## src/rtl/multicycle_controller_if.sv

```systemverilog
// Instruction-field inputs and datapath control outputs shared by the
// multicycle RV32I controller (slave) and its datapath (master).
interface multicycle_controller_if;
    logic [6:0] op;
    logic [2:0] funct3;
    logic       funct7b5;
    logic       Zero;

    logic [1:0] ImmSrc;
    logic [1:0] ALUSrcA;
    logic [1:0] ALUSrcB;
    logic [1:0] ResultSrc;
    logic       AdrSrc;
    logic [3:0] ALUControl;
    logic       IRWrite;
    logic       PCWrite;
    logic       RegWrite;
    logic       MemWrite;
    logic       Illegal;

    modport master (
        output op, funct3, funct7b5, Zero,
        input  ImmSrc, ALUSrcA, ALUSrcB, ResultSrc, AdrSrc, ALUControl,
        input  IRWrite, PCWrite, RegWrite, MemWrite, Illegal
    );

    modport slave (
        input  op, funct3, funct7b5, Zero,
        output ImmSrc, ALUSrcA, ALUSrcB, ResultSrc, AdrSrc, ALUControl,
        output IRWrite, PCWrite, RegWrite, MemWrite, Illegal
    );
endinterface

```

## src/rtl/multicycle_controller.sv

```systemverilog
// Multicycle RV32I control FSM: fetch/decode/execute/memory/writeback sequencing,
// memory wait states, beq/bne, extended ALU decode and a sticky illegal trap.
module multicycle_controller #(
    parameter int MEM_WAIT = 0,
    parameter bit EXT_ALU  = 1'b1
) (
    input logic                    clk,
    input logic                    reset,
    multicycle_controller_if.slave bus
);
    typedef enum logic [3:0] {
        FETCH, DECODE, MEMADR, MEMREAD, MEMWB, MEMWRITE,
        EXECUTER, EXECUTEI, ALUWB, BRANCH, JAL, ERROR
    } state_t;

    localparam logic [6:0] OP_LW  = 7'b0000011;
    localparam logic [6:0] OP_SW  = 7'b0100011;
    localparam logic [6:0] OP_R   = 7'b0110011;
    localparam logic [6:0] OP_I   = 7'b0010011;
    localparam logic [6:0] OP_JAL = 7'b1101111;
    localparam logic [6:0] OP_BR  = 7'b1100011;
    localparam logic [3:0] WAIT_LAST = 4'(MEM_WAIT);

    state_t     state, state_nx;
    logic [3:0] wait_cnt;
    logic       run;
    logic       mem_state, wait_done, taken;
    logic [1:0] alu_op;
    logic       pc_update, branch, ir_write, reg_write, mem_write;

    assign mem_state = (state == FETCH) || (state == MEMREAD) || (state == MEMWRITE);
    assign wait_done = !mem_state || (wait_cnt == WAIT_LAST);
    assign taken     = bus.Zero ^ bus.funct3[0];

    // run stays low for the first edge after reset release, so that edge
    // opens FETCH cycle 1 instead of closing it.
    always_ff @(posedge clk or posedge reset) begin
        if (reset) begin
            state    <= FETCH;
            wait_cnt <= '0;
            run      <= 1'b0;
        end else begin
            run <= 1'b1;
            if (run) begin
                state <= state_nx;
                if (state_nx != state)
                    wait_cnt <= '0;
                else if (mem_state && !wait_done)
                    wait_cnt <= wait_cnt + 4'd1;
            end
        end
    end

    always_comb begin
        state_nx = state;
        case (state)
            FETCH:    if (wait_done) state_nx = DECODE;
            DECODE: begin
                case (bus.op)
                    OP_LW, OP_SW: state_nx = MEMADR;
                    OP_R:         state_nx = EXECUTER;
                    OP_I:         state_nx = EXECUTEI;
                    OP_JAL:       state_nx = JAL;
                    OP_BR:        state_nx = (bus.funct3[2:1] == 2'b00) ? BRANCH : ERROR;
                    default:      state_nx = ERROR;
                endcase
            end
            MEMADR:   state_nx = bus.op[5] ? MEMWRITE : MEMREAD;
            MEMREAD:  if (wait_done) state_nx = MEMWB;
            MEMWB:    state_nx = FETCH;
            MEMWRITE: if (wait_done) state_nx = FETCH;
            EXECUTER: state_nx = ALUWB;
            EXECUTEI: state_nx = ALUWB;
            JAL:      state_nx = ALUWB;
            ALUWB:    state_nx = FETCH;
            BRANCH:   state_nx = FETCH;
            ERROR:    state_nx = ERROR;
            default:  state_nx = FETCH;
        endcase
    end

    always_comb begin
        bus.ALUSrcA   = 2'b00;
        bus.ALUSrcB   = 2'b00;
        bus.ResultSrc = 2'b00;
        bus.AdrSrc    = 1'b0;
        alu_op        = 2'b00;
        ir_write      = 1'b0;
        pc_update     = 1'b0;
        branch        = 1'b0;
        reg_write     = 1'b0;
        mem_write     = 1'b0;
        case (state)
            FETCH: begin
                bus.ALUSrcB   = 2'b10;
                bus.ResultSrc = 2'b10;
                ir_write      = wait_done;
                pc_update     = wait_done;
            end
            DECODE: begin
                bus.ALUSrcA = 2'b01;
                bus.ALUSrcB = 2'b01;
            end
            MEMADR: begin
                bus.ALUSrcA = 2'b10;
                bus.ALUSrcB = 2'b01;
            end
            MEMREAD:  bus.AdrSrc = 1'b1;
            MEMWB: begin
                bus.ResultSrc = 2'b01;
                reg_write     = 1'b1;
            end
            MEMWRITE: begin
                bus.AdrSrc = 1'b1;
                mem_write  = 1'b1;
            end
            EXECUTER: begin
                bus.ALUSrcA = 2'b10;
                alu_op      = 2'b10;
            end
            EXECUTEI: begin
                bus.ALUSrcA = 2'b10;
                bus.ALUSrcB = 2'b01;
                alu_op      = 2'b10;
            end
            ALUWB:    reg_write = 1'b1;
            BRANCH: begin
                bus.ALUSrcA = 2'b10;
                alu_op      = 2'b01;
                branch      = 1'b1;
            end
            JAL: begin
                bus.ALUSrcA = 2'b01;
                bus.ALUSrcB = 2'b10;
                pc_update   = 1'b1;
            end
            default: ;
        endcase
    end

    // Write enables are masked by run, which reset clears asynchronously.
    assign bus.IRWrite  = ir_write & run;
    assign bus.PCWrite  = (pc_update | (branch & taken)) & run;
    assign bus.RegWrite = reg_write & run;
    assign bus.MemWrite = mem_write & run;
    assign bus.Illegal  = (state == ERROR);

    always_comb begin
        bus.ALUControl = 4'b0000;
        case (alu_op)
            2'b01: bus.ALUControl = 4'b0001;
            2'b10: begin
                case (bus.funct3)
                    3'b000: bus.ALUControl = (bus.op[5] & bus.funct7b5) ? 4'b0001 : 4'b0000;
                    3'b010: bus.ALUControl = 4'b0101;
                    3'b110: bus.ALUControl = 4'b0011;
                    3'b111: bus.ALUControl = 4'b0010;
                    3'b100: if (EXT_ALU) bus.ALUControl = 4'b0100;
                    3'b001: if (EXT_ALU) bus.ALUControl = 4'b0110;
                    3'b101: if (EXT_ALU) bus.ALUControl = bus.funct7b5 ? 4'b1000 : 4'b0111;
                    default: bus.ALUControl = 4'b0000;
                endcase
            end
            default: bus.ALUControl = 4'b0000;
        endcase
    end

    always_comb begin
        case (bus.op)
            OP_SW:   bus.ImmSrc = 2'b01;
            OP_BR:   bus.ImmSrc = 2'b10;
            OP_JAL:  bus.ImmSrc = 2'b11;
            default: bus.ImmSrc = 2'b00;
        endcase
    end
endmodule

```

## src/flat_wrapper.sv

```systemverilog
// flat-port wrapper written by rule: the top's interface ports become plain ports
module multicycle_controller_flat 
#(
    parameter int MEM_WAIT = 0,
    parameter bit EXT_ALU  = 1'b1
)
  (clk, reset, bus_op, bus_funct3, bus_funct7b5, bus_Zero, bus_ImmSrc, bus_ALUSrcA, bus_ALUSrcB, bus_ResultSrc, bus_AdrSrc, bus_ALUControl, bus_IRWrite, bus_PCWrite, bus_RegWrite, bus_MemWrite, bus_Illegal);
  multicycle_controller_if bus_i ();
  input logic clk;
  input logic reset;
  input wire logic [$bits(bus_i.op)-1:0] bus_op;
  input wire logic [$bits(bus_i.funct3)-1:0] bus_funct3;
  input wire logic [$bits(bus_i.funct7b5)-1:0] bus_funct7b5;
  input wire logic [$bits(bus_i.Zero)-1:0] bus_Zero;
  output wire logic [$bits(bus_i.ImmSrc)-1:0] bus_ImmSrc;
  output wire logic [$bits(bus_i.ALUSrcA)-1:0] bus_ALUSrcA;
  output wire logic [$bits(bus_i.ALUSrcB)-1:0] bus_ALUSrcB;
  output wire logic [$bits(bus_i.ResultSrc)-1:0] bus_ResultSrc;
  output wire logic [$bits(bus_i.AdrSrc)-1:0] bus_AdrSrc;
  output wire logic [$bits(bus_i.ALUControl)-1:0] bus_ALUControl;
  output wire logic [$bits(bus_i.IRWrite)-1:0] bus_IRWrite;
  output wire logic [$bits(bus_i.PCWrite)-1:0] bus_PCWrite;
  output wire logic [$bits(bus_i.RegWrite)-1:0] bus_RegWrite;
  output wire logic [$bits(bus_i.MemWrite)-1:0] bus_MemWrite;
  output wire logic [$bits(bus_i.Illegal)-1:0] bus_Illegal;
  assign bus_i.op = bus_op;
  assign bus_i.funct3 = bus_funct3;
  assign bus_i.funct7b5 = bus_funct7b5;
  assign bus_i.Zero = bus_Zero;
  assign bus_ImmSrc = bus_i.ImmSrc;
  assign bus_ALUSrcA = bus_i.ALUSrcA;
  assign bus_ALUSrcB = bus_i.ALUSrcB;
  assign bus_ResultSrc = bus_i.ResultSrc;
  assign bus_AdrSrc = bus_i.AdrSrc;
  assign bus_ALUControl = bus_i.ALUControl;
  assign bus_IRWrite = bus_i.IRWrite;
  assign bus_PCWrite = bus_i.PCWrite;
  assign bus_RegWrite = bus_i.RegWrite;
  assign bus_MemWrite = bus_i.MemWrite;
  assign bus_Illegal = bus_i.Illegal;
  multicycle_controller #(.MEM_WAIT(MEM_WAIT), .EXT_ALU(EXT_ALU)) u_core (.clk(clk), .reset(reset), .bus(bus_i));
endmodule
```

## config.mk

```make
export PLATFORM = sky130hd
export DESIGN_NAME = multicycle_controller_flat
export DESIGN_NICKNAME = d
export VERILOG_FILES = /design/src/rtl/multicycle_controller_if.sv /design/src/rtl/multicycle_controller.sv /design/src/flat_wrapper.sv
export SDC_FILE = /design/constraint.sdc
export NUM_CORES = 1
export LEC_CHECK = 0
export ABC_AREA = 1
export CAP_MARGIN = 20
export CORE_MARGIN = 2
export CORE_UTILIZATION = 50
export CTS_CLUSTER_DIAMETER = 120
export CTS_CLUSTER_SIZE = 8
export DETAILED_ROUTE_END_ITERATION = 6
export PLACE_DENSITY = 0.84
export SYNTH_ARGS = -nofsm -noshare
export SYNTH_HDL_FRONTEND = slang
export SYNTH_SLANG_ARGS = --single-unit
```

## constraint.sdc

```tcl
create_clock -name clk -period 3.72 [get_ports clk]
set_input_delay 0.93 -clock clk [delete_from_list [all_inputs] [get_ports clk]]
set_output_delay 0.93 -clock clk [all_outputs]
set_load 0.03 [all_outputs]
```

==> summary.md <==
| Metric | Value |
|---|---|
| Run status | finished, final reports clean |
| CTS tree | done |
| Period minus WS final | 3.67 ns |
| Buffer and inverter count on the worst path | 3 |
| Avg WL per Cell | 11.2 um |
| Hold depth | 2 |
| Total vias in the final route | 1141 |
| Largest net degree at the start of global routing | 10 |
| CTS clk-pin slew, worst paths | 0.05 ns |
| Stages on the worst setup path | 6 |
| Vias in the first global route | 1017 |
| Crit path top cell by count | clkdlybuf4s50_1 |
| Worst skew pair latency | 0.26 ns |
| Syn nets | 187 |
| Cell taking the most area after synthesis | dfrtp_1 |
| Vias/cell | 5.00 |
| Crit path max-delay family | buffers and inverters |
| Fin. Hold Viols | 0 |
| Switch Pwr | 0.512 mW |
| Highest Clock Rate | 272 MHz |
| Post-synth top cells | nand2_1, inv_1, nor2_1 |
| Die H | 50.1 um |
| Synth Instances | 169 |
| Internal | 0.418 mW |
| Wirelength, routed | 2.54 mm |
| Crit-path slowest cell | clkdlybuf4s50_1 |
| Crit path largest cell delay | 0.74 ns |
| Setup TNS | 0 ns |
| Hold Crit Endpoint | u_core.wait_cnt[0] |
| Area of the core | 1980 um^2 |
| R2r setup slk | 2.02 ns |
| Hold slack | 0.539 ns |
| GR Overflow Total | 0 |
| Synth Flop Type | dfrtp_1 |
| Mapped Area | 1060 um^2 |
| Post-synth top area share | 0.212 |
| Residual DRC count | 0 |
| Initial antenna violation count | 0 |
| Crit path max fanout | 3 |
| Worst r2r path cells | 10 |
| RSZ-0062 raised after global routing | false |
| Synth Register Bits | 9 |
| Total GRT Usage | 0.211 |
| Comb power frac | 0.737 |
| Hold Path Class | reg -> reg |
| IO Pins | 32 |
| Final net count | 220 |
| Final number of max-transition violations | 0 |
| Cts bufs inserted | 3 |
| Layout cells sized above 1 | 0.119 |
| Initial core utilization | 0.537 |
| Leak pwr | 0.773 nW |
| Post-CTS Setup Repair Bufs | 0 |
| Crit path launch type | primary input |
| Synth top area cells | dfrtp_1, nand2_1, inv_1 |
| Worst Path Arrival | 2.74 ns |
| Clk buf depth | 2 |
| Root Driver | clkbuf_4 |
| Seq/Total Area, Yosys | 0.212 |
| Distinct cells, synth | 35 |
| Chip Width | 50.1 um |
| Die area | 2510 um^2 |
| Buffers on Ports | 31 |
| Final setup viols | 0 |
| Pwr Density | 660 nW/um^2 |
| Worst r2r dst | u_core.wait_cnt[2] |
| Most numerous cell in the Yosys netlist | nand2_1 |
| Post-route design area | 1410 um^2 |
| CP required | 2.79 ns |
| RR Startpoint | u_core.state[0] |
| Initial DRT Pass Iterations | 4 |
| Mapped Avg Cell Area | 6.29 um^2 |
| Hold Path Origin | u_core.wait_cnt[0] |
| Starting DRT DRC Count | 33 |
| Post-CTS Resized | 0 |
| CTS Sinks | 9 |
| Num rows | 16 |
| Synth warn | 0 |
| VDD IR max | 550 uV |
| Placer Congestion | 0.942 |
| Clock Skews | 0.00626 ns |
| CTS H-tree lvls | 1 |
| Final Util | 0.711 |
| Crit path kind | in -> out |
| Area after DPL | 1380 um^2 |
| Crit share post-route | 0.987 |
| Register share of total power | 0.185 |
| Crit-path cells | clkdlybuf4s50_1 -> inv_1 -> nor2_1 -> nand2_1 -> nor4_1 -> clkdlybuf4s50_1 |
| Detail Placement HPWL | 2.10 mm |
| Ys async rst share | 1.00 |
| Hold Buf Count CTS | 0 |
| Area Growth Syn to Fin | 32.5% |
| Sw Share | 0.551 |
| Clk pwr share | 0.078 |
| DRT antenna net count | 0 |
| Diodes inserted | 0 |
| Max-cap viol count | 0 |
| First-pass GRT wire length | 4.12 mm |
| Setup crit end kind | output port |
| EDFF count, synth | 0 |
## routing by layer
metal	global-route usage	vias up	share of wire	wire (um)
li1	-	592	-	-
met4	0.0880	0	0.021	53
met1	0.256	507	0.45	1160
met2	0.368	36	0.48	1230
met3	0.0303	6	0.041	103
met5	0	-	0	0
## through the flow
stage          power, mW  worst slack [ns]  std cells
3_3_place_gp       0.843             0.134        224
5_1_grt             1.01           0.00459        228
2_1_floorplan      0.691             0.687        169
4_1_cts            0.932            0.0773        228
6_report           0.929            0.0501        228
3_5_place_dp       0.858            0.0753        224
## how the worst max path moves through the flow
stage / startpoint / endpoint / slack (ns)
floorplan: u_core.state[1] / bus_ALUControl[3] / 0.69
global placement: bus_funct3[0] / bus_ALUControl[2] / 0.13
detailed placement: bus_funct3[0] / bus_ALUControl[2] / 0.08
CTS: bus_funct3[0] / bus_ALUControl[2] / 0.08
global route: bus_funct3[0] / bus_ALUControl[3] / 0.005
finish: bus_funct3[0] / bus_ALUControl[3] / 0.05
## area by class of cell
class	count	area [um^2]
repair buffers	31	315
clock buffers	4	26.3
fillers	161	573
inverters	30	118
multi-input cells	127	691
flip-flops and latches	9	225
well taps	27	33.8
## layout by cell type (no fill, tap or decap), types with 2 or more instances in the layout
cell type        Yosys  routed
nand2_1             43      43
clkdlybuf4s50_1      0      29
inv_1               26      26
nor2_1              23      23
nand3_1             12      12
dfrtp_1              9       9
nand2_2              7       7
o21ai_0              7       7
nand4_1              5       5
ha_1                 4       4
inv_2                3       3
clkbuf_4             0       3
nor2_4               2       2
nor2_2               2       2
xnor2_1              2       2
a21oi_1              2       2
a31oi_1              2       2
dlymetal6s2s_1       0       2
## power groups by stage
stage                     clock network [mW]  registers (mW)  logic (mW)
after floorplan                            0           0.138       0.553
after global placement                     0           0.173       0.670
after detailed placement                   0           0.173       0.684
after CTS                             0.0739           0.172       0.686
after global routing                  0.0778           0.177       0.754
final                                 0.0722           0.172       0.685
## registers in the layout, indices dropped and copies added, names as in the netlist
| register | count |
|---|---|
| u_core.wait_cnt | 4 |
| u_core.run | 1 |
| u_core.state | 4 |
## kinds of logic (layout without fill, tap and decap cells)
family / after synthesis / in the layout / synth area share
other cells: 1 / 1 / 0.00353
simple gates: 102 / 102 / 0.473
fa+ha+maj: 4 / 4 / 0.0471
flops: 9 / 9 / 0.212
compound gates: 16 / 16 / 0.0859
xor+xnor: 4 / 4 / 0.0400
buf+inv: 33 / 65 / 0.139
## worst reg2reg max path: cells and delay by family (launching register included)
| family | cells | cell delay, ns |
|---|---|---|
| flip-flops | 1 | 0.62 |
| AND/OR/NAND/NOR | 10 | 1.01 |
(Power assumes the default switching activity.)
